### src/rtl/rng_pkg.sv
// rng_pkg: shared state type, tap masks and default seed for the LFSR random generator
package rng_pkg;
  typedef enum logic [1:0] {IDLE, SHIFT, CHECK, VALID} state_t;
  localparam logic [7:0] RNG_TAPS8 = 8'hB8;
  localparam logic [15:0] RNG_TAPS16 = 16'hB400;
  localparam logic [31:0] RNG_TAPS32 = 32'h8020_0003;
  localparam logic [15:0] RNG_DEFAULT_SEED = 16'hACE1;
endpackage

### src/rtl/lfsr_galois_step.sv
// lfsr_galois_step: one right-shifting Galois LFSR step and the bit it shifts out
module lfsr_galois_step #(
  parameter int LFSR_W = 16,
  parameter logic [LFSR_W-1:0] TAPS = 16'hB400
) (
  input  logic [LFSR_W-1:0] s,
  output logic [LFSR_W-1:0] s_next,
  output logic              b
);
  assign b = s[0];
  assign s_next = (s >> 1) ^ (s[0] ? TAPS : '0);
endmodule

### src/rtl/rng_lfsr_gen.sv
// rng_lfsr_gen: LFSR random value generator with valid/ready output.
// RNG_RANGE_LIMIT_EN adds a CHECK state that rejects values >= RANGE_MAX.
module rng_lfsr_gen #(
  parameter int LFSR_W = 16,
  parameter int OUT_W = 3,
  parameter logic [LFSR_W-1:0] TAPS = LFSR_W'(rng_pkg::RNG_TAPS16),
  parameter logic [LFSR_W-1:0] DEFAULT_SEED = LFSR_W'(rng_pkg::RNG_DEFAULT_SEED),
  parameter int RANGE_MAX = 2**OUT_W
) (
  input  logic              clk,
  input  logic              rst,
  input  logic              req,
  input  logic              free_run,
  input  logic              seed_load,
  input  logic [LFSR_W-1:0] seed_in,
  output logic [OUT_W-1:0]  rnd_out,
  output logic              rnd_valid,
  input  logic              rnd_ready,
  output logic              busy
);
  import rng_pkg::*;
  localparam int CW = $clog2(OUT_W + 1);
  state_t state, state_n;
  logic [LFSR_W-1:0] lfsr, lfsr_n, s_next;
  logic [OUT_W-1:0] acc, acc_n, acc_sh, out_n;
  logic [CW-1:0] cnt, cnt_n;
  logic b, valid_n;
  lfsr_galois_step #(.LFSR_W(LFSR_W), .TAPS(TAPS)) u_step (.s(lfsr), .s_next(s_next), .b(b));
  assign acc_sh = OUT_W'({acc, b});
  assign busy = state != IDLE;
  always_comb begin
    state_n = state;
    lfsr_n = lfsr;
    acc_n = acc;
    cnt_n = cnt;
    out_n = rnd_out;
    valid_n = rnd_valid;
    if (seed_load) begin
      lfsr_n = (seed_in == '0) ? DEFAULT_SEED : seed_in;
      state_n = IDLE;
      valid_n = 1'b0;
    end else begin
      case (state)
        IDLE: begin
          lfsr_n = free_run ? s_next : lfsr;
          if (req) begin
            state_n = SHIFT;
            acc_n = '0;
            cnt_n = '0;
          end
        end
        SHIFT: begin
          lfsr_n = s_next;
          acc_n = acc_sh;
          cnt_n = cnt + CW'(1);
          if (cnt == CW'(OUT_W - 1)) begin
`ifdef RNG_RANGE_LIMIT_EN
            state_n = CHECK;
`else
            out_n = acc_sh;
            valid_n = 1'b1;
            state_n = VALID;
`endif
          end
        end
`ifdef RNG_RANGE_LIMIT_EN
        CHECK: begin
          // rejected candidates redraw from the already-advanced LFSR
          if ({1'b0, acc} >= (OUT_W + 1)'(RANGE_MAX)) begin
            state_n = SHIFT;
            acc_n = '0;
            cnt_n = '0;
          end else begin
            out_n = acc;
            valid_n = 1'b1;
            state_n = VALID;
          end
        end
`endif
        VALID: begin
          valid_n = rnd_ready ? 1'b0 : rnd_valid;
          state_n = rnd_ready ? IDLE : VALID;
        end
        default: state_n = IDLE;
      endcase
    end
  end
  always_ff @(posedge clk or negedge rst) begin
    if (!rst) begin
      state <= IDLE;
      lfsr <= DEFAULT_SEED;
      acc <= '0;
      cnt <= '0;
      rnd_out <= '0;
      rnd_valid <= 1'b0;
    end else begin
      state <= state_n;
      lfsr <= lfsr_n;
      acc <= acc_n;
      cnt <= cnt_n;
      rnd_out <= out_n;
      rnd_valid <= valid_n;
    end
  end
endmodule

### config.mk
export PLATFORM = sky130hd
export DESIGN_NAME = rng_lfsr_gen
export DESIGN_NICKNAME = d
export VERILOG_FILES = /design/src/rtl/rng_pkg.sv /design/src/rtl/lfsr_galois_step.sv /design/src/rtl/rng_lfsr_gen.sv
export SDC_FILE = /design/constraint.sdc
export NUM_CORES = 1
export LEC_CHECK = 0
export CORE_UTILIZATION = 40
export DETAILED_ROUTE_END_ITERATION = 7
export PLACE_DENSITY = 0.69
export SETUP_SLACK_MARGIN = 0.15
export SLEW_MARGIN = 0
export SYNTH_ARGS = -nofsm -noshare
export SYNTH_HDL_FRONTEND = slang
export SYNTH_SLANG_ARGS = --single-unit
### constraint.sdc
create_clock -name clk -period 3.05 [get_ports clk]
set_input_delay 0.7625 -clock clk [delete_from_list [all_inputs] [get_ports clk]]
set_output_delay 0.7625 -clock clk [all_outputs]
set_load 0.03 [all_outputs]
=== Word level (Yosys, flattened, before mapping) ===
Index checks and enable logic that the tools add are counted.

* Register bits: 26
* Bits of input ports: 22
* Output and inout bits: 5
* Logic and storage cells: 46

* Add/subtract/negate cells: 1
* Equal/unequal tests: 8
* Mux-type cells: 18
* Bitwise logic cells: 2
* Reduce and logical (&&, ||, !) cells: 11

{| class="wikitable"
|+ Operators by type and width
! kind !! number
|-
| two-way mux 16 bit || 4
|-
| case mux 16 bit (2 select lines) || 1
|-
| logical NOT 16 bit || 1
|-
| XOR 15 x 16 -> 16 bit || 1
|-
| two-way mux 2 bit || 6
|-
| != test 3 bit, second input constant || 4
|-
| AND reduction 3 bit || 3
|-
| case mux 2 bit (2 select lines) || 2
|-
| case mux 2 bit (3 select lines) || 1
|-
| nonzero test 3 bit || 2
|-
| equality test 2 bit, second input constant || 2
|-
| AND reduction 2 bit || 2
|-
| nonzero test 2 bit || 2
|-
| two-way mux 1 bit || 3
|-
| adder 2 x 1 -> 2 bit, second input constant || 1
|-
| equality test 2 x 1 -> 1 bit, second input constant || 1
|-
| logical NOT 2 bit || 1
|-
| != test 2 bit, second input constant || 1
|-
| case mux 1 bit (2 select lines) || 1
|-
| NOT 1 bit || 1
|}

=== Logic depth before layout (Yosys ltp) ===
Gate-level depths: netlist (run 1).

* Depth after elaboration: 5
* Depth in mapped cells: 5
* Depth with buffers taken out: 5

=== Modules after synthesis ===
From an unflattened synthesis (run 1), not the netlist that was laid out.

* Cells, all modules: 143
* Area total of the unflattened synthesis: 1,426.4 um^2

{| class="wikitable"
|+ By module, submodules not included
! module !! times used !! cells each !! area each (um^2) !! sequential area each (um^2)
|-
| rng_lfsr_gen || 1 || 126 || 1,295.0 || 660.6
|-
| lfsr_galois_step || 1 || 17 || 131.4 || 0.0
|}

=== Worst setup path after synthesis (run 1) ===
OpenSTA, ideal clock, no wires.

* Path type: in2reg
* Start: in seed_in[3]
* End: reg lfsr[0]
* Setup time: 0.098 ns
* Arrival time: 1.670 ns
* Required time: 2.952 ns
* Setup slack: 1.281 ns
* Stages on the path: 3
* Buffers on the path: 0
* Cell sequence: nor4_1 > a41oi_2 > a221oi_1

* Longest elaborated chain between the ends: 3

{| class="wikitable"
|+ RTL lines
! item !! line !! source
|-
| start: declaration || rng_lfsr_gen.sv:15 || <nowiki>input logic [LFSR_W-1:0] seed_in,</nowiki>
|-
| logical NOT 16 bit || rng_lfsr_gen.sv:39 || <nowiki>lfsr_n = (seed_in == '0) ? DEFAULT_SEED : seed_in;</nowiki>
|-
| two-way mux 16 bit || rng_lfsr_gen.sv:39 ||
|-
| two-way mux 16 bit || rng_lfsr_gen.sv:38 || <nowiki>if (seed_load) begin</nowiki>
|-
| end signal: assignment || rng_lfsr_gen.sv:98 || <nowiki>lfsr <= lfsr_n;</nowiki>
|-
| end: declaration || rng_lfsr_gen.sv:24 || <nowiki>logic [LFSR_W-1:0] lfsr, lfsr_n, s_next;</nowiki>
|}

No other way between the ends.
A chain may end at the register's enable or synchronous reset.

=== Worst setup path in the final report (run 1) ===
* Start: reg state[0]
* End: out busy

* Longest elaborated chain between the ends: 1

{| class="wikitable"
|+ RTL lines
! item !! line !! source
|-
| start: declaration || rng_lfsr_gen.sv:23 || <nowiki>state_t state, state_n;</nowiki>
|-
| start signal: assignment || rng_lfsr_gen.sv:97 || <nowiki>state <= state_n;</nowiki>
|-
| nonzero test 2 bit || rng_lfsr_gen.sv:30 || <nowiki>assign busy = state != IDLE;</nowiki>
|-
| end: declaration || rng_lfsr_gen.sv:19 || <nowiki>output logic busy</nowiki>
|}

No other way between the ends.

==> results of run 1 <==
==> metal layers <==
layer | vias up | GRT usage | wire length [µm]
li1 | 511 | - | -
met1 | 498 | 0.2387 | 1307
met2 | 22 | 0.2778 | 1304
met3 | 4 | 0.01948 | 78
met4 | 0 | 0.06645 | 31
met5 | - | 0 | 0
==> area by class of cell <==
class | count | area share
repair buffers | 29 | 0.1688
multi-input cells | 84 | 0.3503
clock inverters | 1 | 0.01792
clock buffers | 3 | 0.01344
well taps | 44 | 0.03286
inverters | 10 | 0.02240
flip-flops and latches | 26 | 0.3943
==> logic make-up after synthesis <==
kind of cell,after synthesis,synth area share
flip-flops,26,0.4948
XOR/XNOR,3,0.01968
multiplexers,11,0.08622
buffers and inverters,19,0.06560
AND/OR/NAND/NOR,42,0.1546
adder cells (fa/ha/maj),1,0.009371
AO/OA/AOI/OAI,27,0.1696
==> synth_stat cells <==
cell type / count / area share
a21o_1: 1 / 0.0056
a21oi_1: 10 / 0.037
a221oi_1: 5 / 0.033
a221oi_2: 3 / 0.034
a2bb2oi_1: 1 / 0.0066
a32o_1: 2 / 0.015
a41oi_2: 1 / 0.012
and2b_1: 1 / 0.0056
and3_1: 1 / 0.0047
buf_1: 1 / 0.0028
buf_2: 1 / 0.0037
buf_6: 2 / 0.017
clkbuf_1: 5 / 0.014
dfrtp_1: 18 / 0.34
dfstp_2: 8 / 0.16
ha_1: 1 / 0.0094
inv_1: 10 / 0.028
mux2_1: 1 / 0.0084
mux2_2: 3 / 0.025
mux2i_1: 7 / 0.052
nand2_1: 4 / 0.011
nand2b_1: 2 / 0.0094
nor2_1: 12 / 0.034
nor3_1: 15 / 0.056
nor4_1: 4 / 0.019
o21ai_0: 2 / 0.0075
o21ba_4: 1 / 0.012
o2bb2ai_1: 1 / 0.0066
or2_1: 1 / 0.0047
or2_2: 1 / 0.0047
or2b_1: 1 / 0.0056
xnor2_1: 1 / 0.0066
xor2_1: 2 / 0.013
==> layout by cell type, fill, tap and decap left out, types with 4 or more instances in the layout <==
master           synthesis  final
nor4_1                   4      4
inv_1                   10     10
nand2_1                  4      4
dfrtp_1                 18     18
mux2i_1                  7      7
dfstp_2                  8      8
nor2_1                  12     12
clkdlybuf4s50_1          0     26
nor3_1                  15     15
a221oi_1                 5      5
a21oi_1                 10     10
==> stage by stage <==
stage | setup WS (ns) | util
final | 0.4981 | 0.5399
after global placement | 0.5155 | 0.5230
after floorplan | 1.281 | -
after CTS | 0.4844 | 0.5399
after global routing | 0.4073 | 0.5399
after detailed placement | 0.4989 | 0.5230
==> path summary, 6_finish.rpt <==
path                       depth (start not counted)  slack, ns                    to
setup / recovery                                   2       0.50                  busy
hold / removal                                     1       0.51    cnt[0]$_DFFE_PN0P_
setup reg to reg                                   3       1.12  lfsr[12]$_DFFE_PN0P_
hold reg to reg                                    1       0.51    cnt[0]$_DFFE_PN0P_
max in group asynchronous                          2       1.97   lfsr[0]$_DFFE_PN1P_
min in group asynchronous                          2       0.78  state[0]$_DFFE_PN0P_
==> state kept, by name (all words and copies together) (netlist names) <==
signal	count
acc	2
cnt	2
lfsr	16
rnd_out	3
rnd_valid	1
state	2
==> power breakdown <==
group	switching (W)	total (W)	internal (W)
combinational	0.000129	0.000259	0.000130
sequential	0.0000432	0.000463	0.000419
clock	0.000106	0.000239	0.000133
total	0.000278	0.000960	0.000682
==> flow_summary_export.csv, run 1 <==
group,metric,value,unit
worst_setup_path,slowest_stage,"clkdlybuf4s50_1",
floorplan,core,3103,µm²
floorplan,io_pins,27,
sta,finalHoldViolations,0,
worst_setup_path,start_kind,"register",
clock_network,clkLatencyLatePin,0.33,ns
route,vias,1035,
grt,grt_max_degree,27,
sta,hold_ws,0.5052,ns
worst_setup_path,slowest_delay,0.59,ns
clock_network,ctsHoldBuffers,0,
run_status,status,"completed",
grt,grt_usage,0.1730,
placement,placed_cell_area,1623,µm²
finish,seqCellArea,660.6,µm²
synth,yosys.cell_types.count,33,
power_and_ir_drop,power_density,572.9,nW/µm²
synth,ys_seq_area_frac,0.4948,
placement,placed_cells,193,
clock_network,ctsRootBufferMaster,"clkbuf_4",
finish,instances_no_fill,197,
worst_setup_path,crit_required,2.29,ns
synth,ys_ff_latch,26,
clock_network,clkSlewWorstSetupHoldPaths,0.15,ns
floorplan,start_util,0.4302,
synth,ys_warn_count,0,
clock_network,cts_buffers,3,
worst_setup_path,path_buf_inv,1,
route,vias_per_cell,5.254,
finish,area_growth,25.49,%
finish,fillers,299,
floorplan,placementRows,20,
sta,tightestPinTransition,0.6192,ns
sta,fmax,391.9,MHz
grt,antenna_found_initial,0,
clock_network,clkSinkCount,26,
clock_network,h-tree-depth,1,
sta,setup_viol,0,
route,routed_wl,2722,µm
floorplan,die_w,59.77,µm
flow_run,max-cap-violations,0,
floorplan,dieArea,3572,µm²
grt,grt_remaining_overflow,0,
finish,final_cell_area,1675,µm²
grt,grt_pass1_wl,4692,µm
placement,gp_congestion,0.7579,
worst_setup_path,critPathLaunch,"state[0]$_DFFE_PN0P_",
power_and_ir_drop,cellLeakagePower,0.7018,nW
sta,post-route-period-util,0.8367,
sta,fin_skew,0.01198,ns
power_and_ir_drop,ir_drop,0.3018,mV
sta,tns,0,ns
worst_hold_path,hold_path_class,"reg -> reg",
route,drt-pass1-iter-count,4,
route,drcViolationCount,0,
synth,syn_nets,152,
floorplan,die_y,59.77,µm
worst_setup_path,endpoint_kind,"primary output",
worst_setup_path,worstSetupPathType,"reg -> out",
route,drtIter0Drc,25,
sta,fin_crit,2.552,ns
route,post_drt_wl_per_cell,13.82,µm
synth,syn_area,1335,µm²
worst_setup_path,reg2reg_from,"state[0]$_DFFE_PN0P_",
finish,nNetsFinal,177,
synth,post_synth.cell_area_avg,10.35,µm²
worst_setup_path,crit_family,"buffers and inverters",
grt,first_global_vias,1073,
worst_setup_path,crit_path_max_fanout,11,
power_and_ir_drop,power,0.0009599,W
synth,syn_inst,129,
sta,maxSlewViolCount,0,
clock_network,post_cts_buffers,0,
worst_hold_path,hp-start,"cnt[0]$_DFFE_PN0P_",
worst_setup_path,critPathArrivalTime,1.79,ns
clock_network,cts.path.max_buffers,2,
finish,drive_above_1_share,0.1569,
clock_network,postCtsResizedCells,0,
worst_setup_path,path_cells,"or2_2, clkdlybuf4s50_1",
finish,multi_input_area,586.8,µm²
placement,hpwl,1940,µm
clock_network,tritoncts,"done",
sta,slew_headroom,0.5872,
placement,io_buffers,26,
route,drtAntennaViolNets,0,
finish,antenna_cells,0,
sta,rsz0062_at_grt,"false",
(Power assumes the default switching activity.)
==> inputs of run 2 (changes only) <==
PLACE_DENSITY = 0.71   (was 0.69)
clock period = 2.18 ns   (was 3.05 ns; I/O delays follow)
==> run 2 against run 1 <==
Total power grew 32%. Sequential share of layout area is 0.42 points lower. Core utilization rose by 0.69 points. Global-route usage decreased by 0.75 points. First-iteration DRC count down 20%. Largest power group unchanged.
==> flow_summary_export.csv, run 2 (synthesis gave the netlist of run 1 again) <==
group,metric,value,unit
run_status,status,"completed",
worst_setup_path,reg2reg_depth,5,
clock_network,cts.path.max_buffers,2,
power_and_ir_drop,comb_power_share,0.294,
clock_network,post_cts_buffers,0,
route,post_drt_wl_per_cell,13.24,µm
power_and_ir_drop,pwr-share-seq,0.510,
sta,setup_viol,0,
worst_setup_path,crit_path_max_fanout,8,
route,drcViolationCount,0,
worst_setup_path,slowest_stage,"dfrtp_2",
finish,area_growth,27.09,%
worst_setup_path,start_kind,"register",
placement,preCtsSetupSlack,-0.1005,ns
clock_network,ctsRootBufferMaster,"clkbuf_4",
finish,final_cell_mix,"25 x clkdlybuf4s50_1, 17 x dfrtp_1, 15 x nor3_1",
finish,drive_above_1_share,0.1899,
sta,post-route-period-util,0.9024,
placement,hpwl,1935,µm
clock_network,clkSlewWorstSetupHoldPaths,0.14,ns
sta,fin_crit,1.967,ns
floorplan,placementRows,20,
route,vias_per_cell,5.228,
power_and_ir_drop,cellLeakagePower,0.7189,nW
worst_setup_path,path_cells,"or2_2, dlygate4sd2_1",
finish,regMostFlops,"lfsr",
finish,nNetsFinal,182,
route,drt-pass1-iter-count,4,
sta,finalHoldViolations,0,
clock_network,tritoncts,"done",
sta,tightestPinTransition,0.5240,ns
finish,antenna_cells,0,
sta,fin_skew,0.001620,ns
worst_hold_path,hold_path_class,"reg -> reg",
route,routed_wl,2675,µm
route,wl_met3,58,µm
placement,io_buffers,26,
grt,grt_usage,0.1655,
worst_setup_path,worstSetupPathType,"reg -> out",
route,highest_layer,"met4",
power_and_ir_drop,p_switching,0.0003856,W
sta,worst_slack,0.2128,ns
clock_network,h-tree-depth,1,
placement,gp_congestion,0.8129,
floorplan,die_w,59.77,µm
floorplan,dieArea,3572,µm²
clock_network,cts_buffers,3,
power_and_ir_drop,ir_drop,0.3424,mV
grt,antenna_found_initial,0,
power_and_ir_drop,pwr-share-clk,0.197,
worst_setup_path,endpoint_kind,"primary output",
floorplan,io_pins,27,
clock_network,clkLatencyLatePin,0.32,ns
grt,grt_remaining_overflow,0,
worst_hold_path,min_path_cells,1,
flow_run,max-cap-violations,0,
finish,instances_no_fill,202,
power_and_ir_drop,p_int,0.0008776,W
power_and_ir_drop,switching_share,0.3053,
power_and_ir_drop,power_density,744.5,nW/µm²
finish,largest_reg_flops,16,
sta,fmax,508.3,MHz
route,drtAntennaViolNets,0,
grt,grt_pass1_wl,4367,µm
route,vias,1056,
route,wl_met1,1338,µm
grt,grt_max_degree,27,
sta,maxSlewViolCount,0,
route,route.met2.wl,1220,µm
sta,slew_headroom,0.6507,
worst_setup_path,critPathArrivalTime,1.42,ns
grt,first_global_vias,966,
sta,rsz0062_at_grt,"false",
floorplan,start_util,0.4302,
clock_network,clkSinkCount,26,
worst_setup_path,slowest_delay,0.47,ns
route,drtIter0Drc,20,
finish,top_regs,"lfsr x16, rnd_out x3",
worst_setup_path,crit_required,1.63,ns
floorplan,die_y,59.77,µm
placement,placed_cells,198,
sta,hold_ws,0.5020,ns
floorplan,core,3103,µm²
finish,final_common_cell,"clkdlybuf4s50_1",
[run 2: changes by cell type in the layout (fill, tap and decap cells not counted), sizes merged]
cell,previous run,this run
buf,3,8
bufinv,1,0
clkbuf,3,4
clkdlybuf4s50,26,25
dlygate4sd2,0,1
[run 2: critical path, delay by kind of cell (launching register included)]
kind                   cells  cell delay (ns)
and+or+nand+nor            1             0.28
buffers and inverters      1             0.35
DFF                        1             0.47
[run 2: final cells by class]
| class | instances | area, µm² |
|---|---|---|
| multi-input cells | 84 | 586.8 |
| flip-flops and latches | 26 | 661.9 |
| fillers | 311 | 1406 |
| repair buffers | 34 | 319.1 |
| inverters | 10 | 37.54 |
| well taps | 44 | 55.05 |
| clock buffers | 4 | 36.28 |
[run 2: final timing paths]
kind                                       from                   end  slack (ns)
max                        state[1]$_DFFE_PN0P_                  busy        0.21
min                          cnt[0]$_DFFE_PN0P_    cnt[0]$_DFFE_PN0P_        0.50
max reg2reg                state[0]$_DFFE_PN0P_  lfsr[15]$_DFFE_PN1P_        0.59
min reg2reg                  cnt[0]$_DFFE_PN0P_    cnt[0]$_DFFE_PN0P_        0.50
max in group asynchronous                   rst  lfsr[11]$_DFFE_PN1P_        1.32
min in group asynchronous                   rst   lfsr[9]$_DFFE_PN0P_        0.56
[run 2: power by group through the flow]
stage / Sequential (W) / Clock, W / Combinational (W)
6_report: 0.000644 / 0.000249 / 0.000371
4_1_cts: 0.000645 / 0.000261 / 0.000375
2_1_floorplan: 0.000687 / 0 / 0.000187
3_3_place_gp: 0.000650 / 0 / 0.000367
5_1_grt: 0.000655 / 0.000276 / 0.000407
3_5_place_dp: 0.000653 / 0 / 0.000376
[run 2: per-layer routing]
metal | track usage | up-vias
met3 | 0.01299 | 5
met5 | 0 | -
met4 | 0.08970 | 0
met2 | 0.2683 | 17
li1 | - | 518
met1 | 0.2189 | 516
[run 2: per-stage QoR]
stage / utilization / area [µm²] / total power [W] / setup TNS [ns]
final: 0.5468 / 1697 / 0.001263 / 0
after global routing: 0.5468 / 1697 / 0.001337 / 0
after CTS: 0.5464 / 1695 / 0.001281 / 0
after detailed placement: 0.5351 / 1660 / 0.001029 / -0.6074
after global placement: 0.5351 / 1660 / 0.001017 / -0.3305
after floorplan: - / 1335 / 0.0008737 / 0
[run 2: repair_timing]
action / in CTS / in global routing
pin swaps: 0 / 0
resized for setup: 1 / 1
endpoints found under the setup margin: 1 / 1
hold buffers: 0 / 0
==> inputs of run 3 (changes only) <==
SKIP_CTS_REPAIR_TIMING = 1   (was not set)
==> run 3 against run 2 <==
Cell area up 0.15%. First-iteration DRC count stayed put. Sequential power barely moved. Register-to-register slack is essentially flat. Core utilization increased by 0.081 points. Highest routed layer unchanged.
==> flow_summary_export.csv, run 3 (synthesis gave the netlist of run 1 again) <==
group,metric,value,unit
placement,placed_cells,198,
sta,setup_viol,0,
grt,grt_max_degree,27,
grt,grt_usage,0.1655,
finish,top_regs,"lfsr x16, rnd_out x3",
route,post_drt_wl_per_cell,13.24,µm
sta,maxSlewViolCount,0,
sta,slew_headroom,0.6507,
power_and_ir_drop,cellLeakagePower,0.7303,nW
finish,instances_no_fill,202,
route,drtIter0Drc,20,
finish,regMostFlops,"lfsr",
flow_run,max-cap-violations,0,
finish,final_cell_mix,"25 x clkdlybuf4s50_1, 18 x dfrtp_1, 15 x nor3_1",
route,routed_wl,2674,µm
route,vias,1056,
route,vias_per_cell,5.228,
finish,seqCellArea,660.6,µm²
placement,io_buffers,26,
worst_setup_path,critPathLaunch,"rnd_valid$_DFFE_PN0P_",
power_and_ir_drop,ir_drop,0.3424,mV
clock_network,clkLatencyLatePin,0.32,ns
sta,rsz0062_at_grt,"false",
worst_setup_path,path_cells,"clkdlybuf4s50_1",
power_and_ir_drop,power_density,743.9,nW/µm²
grt,antenna_found_initial,0,
placement,gp_congestion,0.8129,
sta,fmax,512.1,MHz
worst_setup_path,reg2reg_depth,5,
clock_network,cts_buffers,3,
finish,multi_input_area,586.8,µm²
grt,grt_use_met1,0.2189,
placement,hpwl,1935,µm
floorplan,io_pins,27,
clock_network,clkSinkCount,26,
worst_setup_path,critPathCapture,"rnd_valid",
worst_setup_path,reg2reg_from,"state[0]$_DFFE_PN0P_",
sta,tightestPinTransition,0.5240,ns
route,drtAntennaViolNets,0,
sta,fin_crit,1.953,ns
clock_network,h-tree-depth,1,
worst_setup_path,endpoint_kind,"primary output",
finish,fillers,311,
worst_setup_path,crit_cells,1,
finish,largest_reg_flops,16,
finish,nNetsFinal,182,
grt,busiest_layer,"met2",
finish,drive_above_1_share,0.1835,
clock_network,clkSlewWorstSetupHoldPaths,0.14,ns
grt,grt_remaining_overflow,0,
clock_network,tritoncts,"done",
finish,area_growth,27.27,%
sta,worst_slack,0.2273,ns
floorplan,dieArea,3572,µm²
floorplan,start_util,0.4302,
sta,finalHoldViolations,0,
worst_setup_path,crit_path_max_fanout,3,
worst_setup_path,worstSetupPathType,"reg -> out",
finish,antenna_cells,0,
worst_setup_path,start_kind,"register",
clock_network,ctsRootBufferMaster,"clkbuf_4",
route,drcViolationCount,0,
floorplan,die_w,59.77,µm
clock_network,cts.path.max_buffers,2,
run_status,status,"completed",
floorplan,placementRows,20,
worst_setup_path,slowest_delay,0.68,ns
sta,post-route-period-util,0.8957,
worst_setup_path,critPathArrivalTime,1.41,ns
worst_hold_path,hold_path_class,"reg -> reg",
placement,preCtsSetupSlack,-0.1005,ns
worst_setup_path,crit_family,"buffers and inverters",
grt,grtUsageMet2,0.2683,
finish,final_common_cell,"clkdlybuf4s50_1",
sta,tns,0,ns
grt,grt_pass1_wl,4367,µm
floorplan,die_y,59.77,µm
worst_setup_path,ff2ff_setup_slack,0.59,ns
sta,fin_skew,0.001619,ns
route,drt-pass1-iter-count,4,
grt,first_global_vias,966,
worst_setup_path,slowest_stage,"clkdlybuf4s50_1",
worst_setup_path,crit_required,1.63,ns
grt,use_met3,0.01299,
floorplan,core,3103,µm²
worst_setup_path,r2r_end,"lfsr[15]$_DFFE_PN1P_",
worst_setup_path,path_buf_inv,1,
run 3: cell count changes in the layout (fill, tap and decap cells not counted), sizes merged:
cell / delta
dlygate4sd2: -1
dlymetal6s2s: +1
run 3: area by class of cell:
cell class                 instances  area share
multi-input combinational         84      0.3454
timing repair buffer              34      0.1900
clock buffer                       4     0.02135
tap                               44     0.03240
inverter                          10     0.02209
sequential                        26      0.3888
run 3: worst min-delay path by stage:
stage | startpoint | end | slack [ns] | cells after the start
floorplan | rst | acc[0]$_DFFE_PN0P_ | 0.25 | 0
global placement | cnt[0]$_DFFE_PN0P_ | cnt[0]$_DFFE_PN0P_ | 0.46 | 1
detailed placement | cnt[0]$_DFFE_PN0P_ | cnt[0]$_DFFE_PN0P_ | 0.47 | 1
CTS | cnt[0]$_DFFE_PN0P_ | cnt[0]$_DFFE_PN0P_ | 0.51 | 1
global route | cnt[0]$_DFFE_PN0P_ | cnt[0]$_DFFE_PN0P_ | 0.52 | 1
finish | cnt[0]$_DFFE_PN0P_ | cnt[0]$_DFFE_PN0P_ | 0.50 | 1
run 3: per-layer routing:
| layer | share of wire | wire length (µm) |
|---|---|---|
| met2 | 0.46 | 1221 |
| met3 | 0.022 | 58 |
| met4 | 0.022 | 58 |
| met1 | 0.50 | 1336 |
| met5 | 0 | 0 |
run 3: where the power goes:
group | internal [W] | total [W] | switching [W]
Combinational | 0.000189 | 0.000372 | 0.000182
Clock | 0.000102 | 0.000249 | 0.000146
Sequential | 0.000587 | 0.000644 | 0.0000567
run 3: metrics by stage:
stage	instance area, µm²	power (W)	util	hold slack, ns
floorplan	1335	0.0008737	-	0.2494
global placement	1660	0.001017	0.5351	0.4600
detailed placement	1660	0.001029	0.5351	0.4736
CTS	1697	0.001283	0.5468	0.5064
global route	1699	0.001338	0.5476	0.5185
finish	1699	0.001264	0.5476	0.5020
